===== config.mk =====
export PLATFORM = sky130hd
export DESIGN_NAME = imem_fetch_ctrl_flat
export DESIGN_NICKNAME = d
export VERILOG_FILES = /design/src/rtl/imem_fetch_ctrl_pkg.sv /design/src/rtl/imem_fetch_ctrl_if.sv /design/src/rtl/imem_fetch_ctrl.sv /design/src/flat_wrapper.sv
export SDC_FILE = /design/constraint.sdc
export NUM_CORES = 1
export LEC_CHECK = 0
export ABC_CLOCK_PERIOD_IN_PS = 2870
export CAP_MARGIN = 20
export CORE_UTILIZATION = 46
export CTS_BUF_LIST = sky130_fd_sc_hd__clkbuf_4 sky130_fd_sc_hd__clkbuf_8
export CTS_CLUSTER_SIZE = 20
export DETAILED_ROUTE_END_ITERATION = 8
export PLACE_DENSITY_LB_ADDON = 0.15
export RECOVER_POWER = 25
export SLEW_MARGIN = 20
export SYNTH_ARGS = -nofsm -noshare
export SYNTH_HDL_FRONTEND = slang
export SYNTH_SLANG_ARGS = --single-unit

===== constraint.sdc =====
create_clock -name clk -period 2.87 [get_ports clk]
set_clock_uncertainty 0.1 [all_clocks]
set_input_delay 0.574 -clock clk [delete_from_list [all_inputs] [get_ports clk]]
set_output_delay 0.574 -clock clk [all_outputs]
set_load 0.02 [all_outputs]

===== src/rtl/imem_fetch_ctrl_pkg.sv =====
// Shared types and constants for the instruction fetch controller.
// Instructions are big-endian: byte lane 0 is the most significant byte.
package imem_pkg;

    typedef enum logic [1:0] {
        IDLE,
        FETCH,
        HOLD
    } state_t;

    localparam int INST_BYTES = 4;
    localparam int BYTE_W     = 8;

    function automatic logic [4:0] lane_lsb(input logic [1:0] lane);
        return 5'(BYTE_W * (INST_BYTES - 1 - int'(lane)));
    endfunction

endpackage


===== src/rtl/imem_fetch_ctrl_if.sv =====
// Memory port and decode handshake bundle of the fetch controller.
// master = fetch controller, slave = memory/decode side.
interface imem_fetch_ctrl_if
    import imem_pkg::*;
#(
    parameter int ADDR_W = 8
) ();

    logic [ADDR_W-1:0]     mem_addr;
    logic                  mem_we;
    logic [BYTE_W-1:0]     mem_wdata;
    logic [BYTE_W-1:0]     mem_rdata;

    logic [31:0]           inst;
    logic [ADDR_W-1:0]     inst_pc;
    logic                  inst_valid;
    logic                  inst_ready;

    modport master (
        output mem_addr,
        output mem_we,
        output mem_wdata,
        input  mem_rdata,
        output inst,
        output inst_pc,
        output inst_valid,
        input  inst_ready
    );

    modport slave (
        input  mem_addr,
        input  mem_we,
        input  mem_wdata,
        output mem_rdata,
        input  inst,
        input  inst_pc,
        input  inst_valid,
        output inst_ready
    );

endinterface


===== src/rtl/imem_fetch_ctrl.sv =====
// Fetch sequencer: assembles 32-bit words from a byte-wide memory port
// shared with the program loader, which always wins the port.
module imem_fetch_ctrl
    import imem_pkg::*;
#(
    parameter int              ADDR_W   = 8,
    parameter logic [ADDR_W-1:0] RESET_PC = '0
) (
    input  logic              clk,
    input  logic              reset,
    input  logic              run,
    input  logic              redirect_valid,
    input  logic [ADDR_W-1:0] redirect_pc,
    input  logic              ld_valid,
    input  logic [ADDR_W-1:0] ld_addr,
    input  logic [BYTE_W-1:0] ld_data,
    output logic              busy,
    imem_fetch_ctrl_if.master bus
);

    state_t            r_state;
    state_t            w_state_nxt;
    logic [ADDR_W-1:0] r_pc;
    logic [ADDR_W-1:0] w_pc_nxt;
    logic [1:0]        r_bc;
    logic [1:0]        w_bc_nxt;
    logic [31:0]       r_inst;
    logic [31:0]       w_inst_nxt;
    logic [ADDR_W-1:0] w_fetch_addr;
    logic              w_unused_rpc;

    assign w_unused_rpc = ^redirect_pc[1:0];
    assign w_fetch_addr = r_pc + ADDR_W'(r_bc);

    always_ff @(posedge clk) begin
        if (reset) begin
            r_state <= IDLE;
            r_pc    <= RESET_PC;
            r_bc    <= 2'd0;
            r_inst  <= 32'd0;
        end else begin
            r_state <= w_state_nxt;
            r_pc    <= w_pc_nxt;
            r_bc    <= w_bc_nxt;
            r_inst  <= w_inst_nxt;
        end
    end

    always_comb begin
        w_state_nxt = r_state;
        w_pc_nxt    = r_pc;
        w_bc_nxt    = r_bc;
        w_inst_nxt  = r_inst;
        unique case (r_state)
            IDLE: begin
                if (run) begin
                    w_state_nxt = FETCH;
                    w_bc_nxt    = 2'd0;
                end
            end
            FETCH: begin
                // A loader write steals the port, so this cycle's byte is lost.
                if (!ld_valid) begin
                    w_inst_nxt[lane_lsb(r_bc) +: BYTE_W] = bus.mem_rdata;
                    w_bc_nxt = r_bc + 2'd1;
                    if (r_bc == 2'd3) begin
                        w_state_nxt = HOLD;
                    end
                end
            end
            HOLD: begin
                if (bus.inst_ready) begin
                    w_pc_nxt    = r_pc + ADDR_W'(INST_BYTES);
                    w_bc_nxt    = 2'd0;
                    w_state_nxt = run ? FETCH : IDLE;
                end
            end
            default: begin
                w_state_nxt = IDLE;
            end
        endcase
        if (redirect_valid) begin
            w_pc_nxt    = {redirect_pc[ADDR_W-1:2], 2'b00};
            w_bc_nxt    = 2'd0;
            w_state_nxt = run ? FETCH : IDLE;
        end
    end

    always_comb begin
        bus.mem_we    = 1'b0;
        bus.mem_wdata = '0;
        bus.mem_addr  = (r_state == FETCH) ? w_fetch_addr : r_pc;
        if (ld_valid) begin
            bus.mem_we    = 1'b1;
            bus.mem_wdata = ld_data;
            bus.mem_addr  = ld_addr;
        end
    end

    assign bus.inst       = r_inst;
    assign bus.inst_pc    = r_pc;
    assign bus.inst_valid = (r_state == HOLD);
    assign busy           = (r_state != IDLE);

endmodule


===== src/flat_wrapper.sv =====
// flat-port wrapper written by rule: the top's interface ports become plain ports
module imem_fetch_ctrl_flat import imem_pkg::*;
#(
    parameter int              ADDR_W   = 8,
    parameter logic [ADDR_W-1:0] RESET_PC = '0
)
  (clk, reset, run, redirect_valid, redirect_pc, ld_valid, ld_addr, ld_data, busy, bus_mem_addr, bus_mem_we, bus_mem_wdata, bus_mem_rdata, bus_inst, bus_inst_pc, bus_inst_valid, bus_inst_ready);
  imem_fetch_ctrl_if #(.ADDR_W(ADDR_W)) bus_i ();
  input  logic clk;
  input  logic reset;
  input  logic run;
  input  logic redirect_valid;
  input  logic [ADDR_W-1:0] redirect_pc;
  input  logic ld_valid;
  input  logic [ADDR_W-1:0] ld_addr;
  input  logic [BYTE_W-1:0] ld_data;
  output logic busy;
  output wire logic [$bits(bus_i.mem_addr)-1:0] bus_mem_addr;
  output wire logic [$bits(bus_i.mem_we)-1:0] bus_mem_we;
  output wire logic [$bits(bus_i.mem_wdata)-1:0] bus_mem_wdata;
  input wire logic [$bits(bus_i.mem_rdata)-1:0] bus_mem_rdata;
  output wire logic [$bits(bus_i.inst)-1:0] bus_inst;
  output wire logic [$bits(bus_i.inst_pc)-1:0] bus_inst_pc;
  output wire logic [$bits(bus_i.inst_valid)-1:0] bus_inst_valid;
  input wire logic [$bits(bus_i.inst_ready)-1:0] bus_inst_ready;
  assign bus_mem_addr = bus_i.mem_addr;
  assign bus_mem_we = bus_i.mem_we;
  assign bus_mem_wdata = bus_i.mem_wdata;
  assign bus_i.mem_rdata = bus_mem_rdata;
  assign bus_inst = bus_i.inst;
  assign bus_inst_pc = bus_i.inst_pc;
  assign bus_inst_valid = bus_i.inst_valid;
  assign bus_i.inst_ready = bus_inst_ready;
  imem_fetch_ctrl #(.ADDR_W(ADDR_W), .RESET_PC(RESET_PC)) u_core (.clk(clk), .reset(reset), .run(run), .redirect_valid(redirect_valid), .redirect_pc(redirect_pc), .ld_valid(ld_valid), .ld_addr(ld_addr), .ld_data(ld_data), .busy(busy), .bus(bus_i));
endmodule

After elaboration in Yosys (flattened, before gate mapping)
Index checks and enable logic that the tools add are counted.
- shift-type cells: 2
- multiplexer cells: 19
- $lt $le $gt $ge: 0
- reduce and logical (&&, ||, !) cells: 11
- div/mod/pow operators: 0
- equality and inequality tests: 10
- bitwise operators: 1
- $add $sub $neg: 5
- $mul: 0
- operators with widths (kind ; number):
    8-bit two-way mux ; 6
    32-bit bitwise mux ; 1
    8-bit by 7-bit variable shift with 32-bit output, first input constant ; 1
    8-bit by 7-bit variable part select with 32-bit output ; 1
    2-bit two-way mux ; 8
    2-bit case mux with 3 select lines ; 2
    8-bit by 2-bit adder with 8-bit output ; 1
    8-bit by 3-bit adder with 8-bit output, second input constant ; 1
    4-bit AND reduction ; 2
    5-bit negation with 7-bit output ; 1
    3-bit by 2-bit inequality test with 1-bit output, second input constant ; 2
    3-bit inequality test, second input constant ; 2
    2-bit AND reduction ; 3
    2-bit nonzero test ; 3
    2-bit == test, second input constant ; 2
    2-bit inequality test, second input constant ; 2
    3-bit nonzero test ; 1
    2-bit by 1-bit adder with 2-bit output, second input constant ; 1
    2-bit by 1-bit == test with 1-bit output, second input constant ; 1
    2-bit logical NOT ; 1
    1-bit two-way mux ; 2
    2-bit by 1-bit inequality test with 1-bit output, second input constant ; 1
    2-bit OR reduction ; 1
    2-bit subtractor, first input constant ; 1
    1-bit NOT ; 1
- word-level logic and storage cells: 53
- ROM bits: 0
- latch bits: 0
- memories: 0
- bits in registers: 44
- memory bits (writable): 0
- input port bits: 38

Depth between registers and ports, before layout
Gate-level depths: netlist of run 1.
- depth in word-level cells: 5
- depth in mapped cells: 7
- mapped depth without buffers: 5

Worst setup path after synthesis of run 1
No wires, ideal clock.
- path type: input -> output
- start: input ld_valid
- end: output bus_mem_addr[0]
- cell stages on the path: 4
- path slack: 813 ps
- data arrival time: 1383 ps
- path buffers: 2
- cells stage by stage: buf_1 clkbuf_1 nand2_1 o21ai_0
- cells in the longest elaborated chain, start to end: 1
- RTL lines (what ; RTL line ; text):
    from (decl) ; flat_wrapper.sv:14 ; input logic ld_valid;
    8-bit two-way mux ; imem_fetch_ctrl.sv:93 ; if (ld_valid) begin
    to (decl) ; flat_wrapper.sv:18 ; output wire logic [$bits(bus_i.mem_addr)-1:0] bus_mem_addr;
Every way passes these cells.

Worst setup path after layout of run 1
- start: input ld_valid
- end: output bus_mem_addr[6]
Same word-level chain as after synthesis.

==> reports/metrics.csv, run 1 <==
stage,metric,value,unit
drt,post_drt_wl_per_cell,13.3,um
worst_hold_path,hold_path.class,flip-flop to flip-flop,
yosys,synth_edf_count,0,
power_and_ir_drop,power_density,445,nW/um^2
timing,layout_min_cycle_time,2790,ps
yosys,synth_area_per_cell,8.33,um^2
setup_path,crit_type,input pin to output pin,
power_and_ir_drop,ir_worst_vdd,0.374,mV
finish,final_area,3130,um^2
clock_tree,cts_root_buffer,clkbuf_8,
yosys,seq_area_frac_synth,40.1,%
clock_tree,cts_resized,0,
power_and_ir_drop,p_seq_share,43.5,%
worst_hold_path,min_path_cells,2,
job,cap_violations,0,
timing,slew_headroom,62.7,%
setup_path,rrSetupSlack,580,ps
setup_path,start_kind,input pin,
floorplan,row_count,24,
drt,viasPerCell,5.13,
timing,grt_setup_unrepaired,false,
setup_path,r2r_start,u_core.r_bc[0]$_SDFFE_PP0P_,
floorplan,coreArea,4380,um^2
finish,antenna_cells,0,
yosys,synth_warnings,0,
power_and_ir_drop,power.switching,0.310,mW
finish,final_nets,381,
power_and_ir_drop,clkPwrFrac,41.0,%
setup_path,path_delay_family,buffers and inverters,
outcome,status,"finished, final reports clean",
yosys,synth_flop_cell,dfxtp_1,
floorplan,start_util,47.9,%
yosys,async_reset_ff_share,0,%
global_routing,grt_pass1_wl,8590,um
drt,vias,2000,
place,placed_area,2990,um^2
clock_tree,cts_buffers,5,
setup_path,crit_arrival,2110,ps
clock_tree,cts_tree,done,
floorplan,die_area,4840,um^2
clock_tree,clock_latency,290,ps
floorplan,die_h,69.5,um
worst_hold_path,whs_endpoint,u_core.bus.inst[11]$_SDFFE_PP0P_,
drt,initialDrtViolationCount,144,
setup_path,cpMostUsedCell,clkdlybuf4s50_1,
power_and_ir_drop,leakage,1.18,nW
yosys,ys_seq_elements,42,
setup_path,r2r_end,u_core.bus.inst[21]$_SDFFE_PP0P_,
finish,drive_above_1_share,7.69,%
timing,fmax,0.359,GHz
drt,post-route-drc-count,0,
power_and_ir_drop,p_sw_share,22.3,%
setup_path,crit_required,2200,ps
clock_tree,clk_pin_slew,80,ps
setup_path,cp_max_fo,9,
finish,areaGrowthSynthToFinish,49.0,%
place,gp_congestion,0.771,
timing,maxSlewViolCount,0,
timing,setup_viol,0,
yosys,synth_cells,252,
clock_tree,cts_setup_buffers,0,
global_routing,antenna_found_initial,0,
place,port_buffers,92,
drt,firstDrtPassIters,4,
power_and_ir_drop,p_comb_share,15.5,%
setup_path,cp.buffers_inverters,3,
setup_path,cp-end-kind,output pin,
place,hpwl,3860,um
drt,final_antenna_net_count,0,
worst_hold_path,worstHoldStart,u_core.bus.inst[11]$_SDFFE_PP0P_,
clock_tree,clock_path_buffers,2,
yosys,syn_area,2100,um^2
clock_tree,cts_sinks,42,
drt,drt_wl_total,5170,um
timing,finalHoldViolCount,0,
global_routing,grt_max_degree,35,
timing,setup_tns,0,ps
setup_path,crit_path_cell_trace,"clkdlybuf4s50_1, buf_4, mux2_2, clkdlybuf4s50_1",
global_routing,grtUsageTotal,22.2,%
setup_path,ff2ff_path_depth,5,
timing,finalCritPeriodShare,97.1,%
floorplan,die_w,69.5,um
clock_tree,cts_hold_buffers,0,
setup_path,slowest_delay,550,ps
global_routing,grt_pass1_vias,1885,
timing,holdWs,348,ps
yosys,ys_types,37,
floorplan,ios,97,
global_routing,grt_overflow,0,
clock_tree,htree_levels,2,
power_and_ir_drop,intPower,1.08,mW
setup_path,critPathSlowestCell,clkdlybuf4s50_1,
timing,worstMarginPinSlew,557,ps
==> logic make-up after synthesis <==
group	count (synthesis)	share of synthesized area, %
XOR/XNOR	5	2.09
adder cells (fa/ha/maj)	6	3.58
AND/OR/NAND/NOR	113	29.0
AO/OA/AOI/OAI	48	12.3
multiplexers	10	5.19
flip-flops	42	40.1
other	1	0.179
buffers and inverters	27	7.63
==> power by group through the flow <==
stage	logic (mW)	registers (mW)	clock network [mW]
floorplan	0.0948	0.628	0
global route	0.231	0.607	0.609
finish	0.216	0.605	0.570
CTS	0.220	0.605	0.576
detailed placement	0.219	0.619	0
global placement	0.216	0.619	0
==> synth_stat cells (all sizes together) (2+ instances only) <==
cell type / number / area (um^2)
a21oi: 39 / 195
a2bb2oi: 2 / 17.5
and2: 12 / 82.6
buf: 13 / 106
clkbuf: 7 / 27.5
dfxtp: 42 / 841
ha: 6 / 75.1
inv: 7 / 26.3
mux2: 7 / 78.8
mux2i: 3 / 30.0
nand2: 45 / 169
nand3: 31 / 155
nand4: 2 / 12.5
nor2: 6 / 22.5
nor3: 5 / 25.0
nor4b: 2 / 47.6
o21a: 3 / 22.5
o21ai: 3 / 15.0
xnor2: 2 / 17.5
xor2: 3 / 26.3
==> worst max path at each step <==
stage / from / endpoint / slack (ps) / cells after the start
6_report: ld_valid / bus_mem_addr[6] / 80 / 4
5_1_grt: ld_valid / bus_mem_addr[6] / 20 / 4
4_1_cts: ld_valid / bus_mem_addr[6] / 80 / 4
3_5_place_dp: ld_valid / bus_mem_addr[6] / 80 / 4
3_3_place_gp: ld_valid / bus_mem_addr[7] / 110 / 4
2_1_floorplan: ld_valid / bus_mem_addr[0] / 810 / 4
==> worst min-delay path, cell delays in order (launching register included) <==
cell	delay [ps]
dfxtp_1	310
nand2_1	50
a21oi_1	50
==> state kept, by name, summed over array words and instances, names as in the netlist <==
name,count
u_core.r_bc,2
u_core.bus.inst,32
u_core.bus.inst_pc,6
u_core.r_state,2
==> placed cells by master, fill, tap and decap left out, types with 2 or more instances in the layout <==
| cell type | netlist | layout |
|---|---|---|
| and2_4 | 3 | 3 |
| nor2_1 | 6 | 6 |
| mux2_2 | 7 | 7 |
| dfxtp_1 | 42 | 42 |
| nand4_1 | 2 | 2 |
| xor2_1 | 3 | 3 |
| a2bb2oi_1 | 2 | 2 |
| o21ai_0 | 3 | 3 |
| nor3_1 | 5 | 5 |
| inv_1 | 7 | 7 |
| clkdlybuf4s50_1 | 0 | 75 |
| buf_4 | 5 | 4 |
| nand2_1 | 45 | 45 |
| o21a_1 | 3 | 3 |
| mux2i_1 | 3 | 3 |
| xnor2_1 | 2 | 2 |
| bufinv_16 | 0 | 2 |
| conb_1 | 1 | 2 |
| ha_1 | 6 | 6 |
| nand3_1 | 31 | 31 |
| and2_1 | 9 | 9 |
| clkbuf_8 | 0 | 6 |
| nor4b_4 | 2 | 2 |
| dlygate4sd3_1 | 0 | 17 |
| a21oi_1 | 39 | 39 |
==> area by class of cell <==
cell class | instances | area (um^2)
repair buffers | 97 | 955
multi-input cells | 184 | 1100
well taps | 52 | 65.1
fillers | 374 | 1260
clock inverters | 2 | 60.1
flip-flops and latches | 42 | 841
clock buffers | 6 | 82.6
inverters | 7 | 26.3
==> through the flow <==
step / total power [mW] / setup WS [ps] / util (%) / std cells
final: 1.39 / 82.0 / 71.3 / 390
after detailed placement: 0.838 / 80.4 / 68.2 / 382
after global routing: 1.45 / 24.5 / 71.3 / 390
after global placement: 0.834 / 107 / 68.2 / 382
after CTS: 1.40 / 75.2 / 71.5 / 390
after floorplan: 0.722 / 813 / - / 253
==> per-layer routing <==
metal / GRT usage, % / routed length, um
met1: 28.0 / 2210
met2: 38.5 / 2610
met3: 4.22 / 283
met4: 6.58 / 61
met5: 0 / 0
Note: power is estimated with default switching activity, not from simulation.
==> run 2, diff against run 1 <==
ABC_CLOCK_PERIOD_IN_PS = 3600   (was 2870)
clock period = 3.6 ns   (was 2.87 ns; I/O delays follow)
==> reports/metrics.csv, run 2 (synthesis results as in run 1) <==
stage,metric,value,unit
finish,final_nets,379,
finish,largest_reg_flops,32,
clock_tree,cts_hold_buffers,0,
power_and_ir_drop,power.switching,0.246,mW
setup_path,crit_type,input pin to output pin,
power_and_ir_drop,clkPwrFrac,40.9,%
drt,viasPerCell,5.14,
finish,final_area,3120,um^2
floorplan,die_h,69.5,um
clock_tree,cts_resized,0,
worst_hold_path,min_path_cells,2,
finish,most-common-layout-cells,"71 x clkdlybuf4s50_1, 45 x nand2_1, 42 x dfxtp_1",
worst_hold_path,whs_endpoint,u_core.bus.inst[11]$_SDFFE_PP0P_,
timing,setup_viol,0,
drt,drt_wl_total,5210,um
timing,setup_tns,0,ps
setup_path,crit_path_cell_trace,"dlygate4sd3_1, buf_4, nand2_1, o21ai_0, clkdlybuf4s50_1",
clock_tree,clock_path_buffers,2,
place,gp_congestion,0.775,
finish,areaGrowthSynthToFinish,48.7,%
power_and_ir_drop,p_seq_share,43.6,%
finish,drive_above_1_share,7.74,%
setup_path,r2r_end,u_core.bus.inst[21]$_SDFFE_PP0P_,
floorplan,coreArea,4380,um^2
drt,final_antenna_net_count,0,
drt,firstDrtPassIters,5,
drt,initialDrtViolationCount,115,
place,placed_area,2980,um^2
timing,layout_min_cycle_time,3300,ps
clock_tree,cts_tree,done,
clock_tree,cts_setup_buffers,0,
power_and_ir_drop,power,1.11,mW
finish,layoutNonFillerInstCount,388,
setup_path,crit_required,2780,ps
finish,antenna_cells,0,
worst_hold_path,hold_path.class,flip-flop to flip-flop,
global_routing,grt_overflow,0,
setup_path,rrSetupSlack,1260,ps
timing,finalCritPeriodShare,91.7,%
setup_path,ff2ff_path_depth,5,
setup_path,cp-end-kind,output pin,
power_and_ir_drop,p_sw_share,22.2,%
floorplan,die_area,4840,um^2
global_routing,grt_pass1_vias,1924,
setup_path,slowest_delay,740,ps
global_routing,grt_pass1_wl,8690,um
floorplan,ios,97,
finish,final_common_cell,clkdlybuf4s50_1,
global_routing,grt_max_degree,23,
floorplan,die_w,69.5,um
timing,finalHoldViolCount,0,
worst_hold_path,worstHoldStart,u_core.bus.inst[11]$_SDFFE_PP0P_,
global_routing,antenna_found_initial,0,
timing,fmax,0.303,GHz
clock_tree,clock_latency,290,ps
place,dp_cells,380,
timing,holdWs,347,ps
power_and_ir_drop,power_density,355,nW/um^2
place,hpwl,3800,um
drt,post_drt_wl_per_cell,13.4,um
power_and_ir_drop,leakage,1.19,nW
setup_path,crit_arrival,2480,ps
place,port_buffers,92,
drt,vias,1994,
setup_path,critPathSlowestCell,dlygate4sd3_1,
power_and_ir_drop,p_comb_share,15.5,%
power_and_ir_drop,intPower,0.861,mW
floorplan,row_count,24,
outcome,status,"finished, final reports clean",
timing,grt_setup_unrepaired,false,
timing,maxSlewViolCount,0,
clock_tree,cts_buffers,5,
global_routing,grtUsageTotal,22.1,%
clock_tree,cts_root_buffer,clkbuf_8,
timing,slew_headroom,47.9,%
clock_tree,clk_pin_slew,70,ps
clock_tree,cts_sinks,42,
timing,worstMarginPinSlew,779,ps
clock_tree,htree_levels,2,
floorplan,start_util,47.9,%
job,cap_violations,0,
setup_path,r2r_start,u_core.r_bc[0]$_SDFFE_PP0P_,
setup_path,start_kind,input pin,
power_and_ir_drop,ir_worst_vdd,0.269,mV
drt,post-route-drc-count,0,
setup_path,cp_max_fo,15,
setup_path,critPathLaunch,ld_valid,
## run 2: changes by cell type in the layout (fill, tap and decap cells not counted), sizes merged
| cell | delta |
|---|---|
| clkdlybuf4s50 | -4 |
| clkbuf | -1 |
| dlygate4sd3 | +4 |
| buf | -1 |
## run 2: worst max-delay path by stage
stage / end / slack (ps) / depth (start not counted)
floorplan: bus_mem_addr[0] / 1250 / 4
global placement: bus_mem_addr[1] / 390 / 5
detailed placement: bus_mem_addr[0] / 350 / 5
CTS: bus_mem_addr[0] / 350 / 5
global route: bus_mem_addr[0] / 170 / 5
finish: bus_mem_addr[0] / 300 / 5
## run 2: layout make-up
cell class	count	area (um^2)
clock buffers	6	82.6
well taps	52	65.1
fillers	369	1260
clock inverters	2	60.1
multi-input cells	184	1100
repair buffers	95	943
inverters	7	26.3
flip-flops and latches	42	841
## run 2: metal layers
| layer | routed length (um) | part of all wire (%) | global-route usage (%) |
|---|---|---|---|
| met5 | 0 | 0 | 0 |
| met4 | 19 | 0.36 | 4.31 |
| met3 | 232 | 4.5 | 4.36 |
| met2 | 2620 | 50 | 38.2 |
| met1 | 2330 | 45 | 28.7 |
## run 2: critical path, delay by kind of cell
kind                   cells  cell delay (ps)
AO/OA/AOI/OAI              1               70
AND/OR/NAND/NOR            1               60
buffers and inverters      3             1620
## run 2: through the flow
| step | util [%] | setup slack (ps) |
|---|---|---|
| 3_5_place_dp | 67.9 | 348 |
| 2_1_floorplan | - | 1250 |
| 6_report | 71.1 | 298 |
| 5_1_grt | 71.1 | 167 |
| 3_3_place_gp | 67.9 | 391 |
| 4_1_cts | 71.1 | 349 |
## run 2: power groups by stage
stage | clock network [mW] | registers, mW | logic [mW]
floorplan | 0 | 0.500 | 0.0756
global placement | 0 | 0.493 | 0.170
detailed placement | 0 | 0.493 | 0.173
CTS | 0.456 | 0.482 | 0.174
global route | 0.481 | 0.484 | 0.183
finish | 0.453 | 0.482 | 0.172
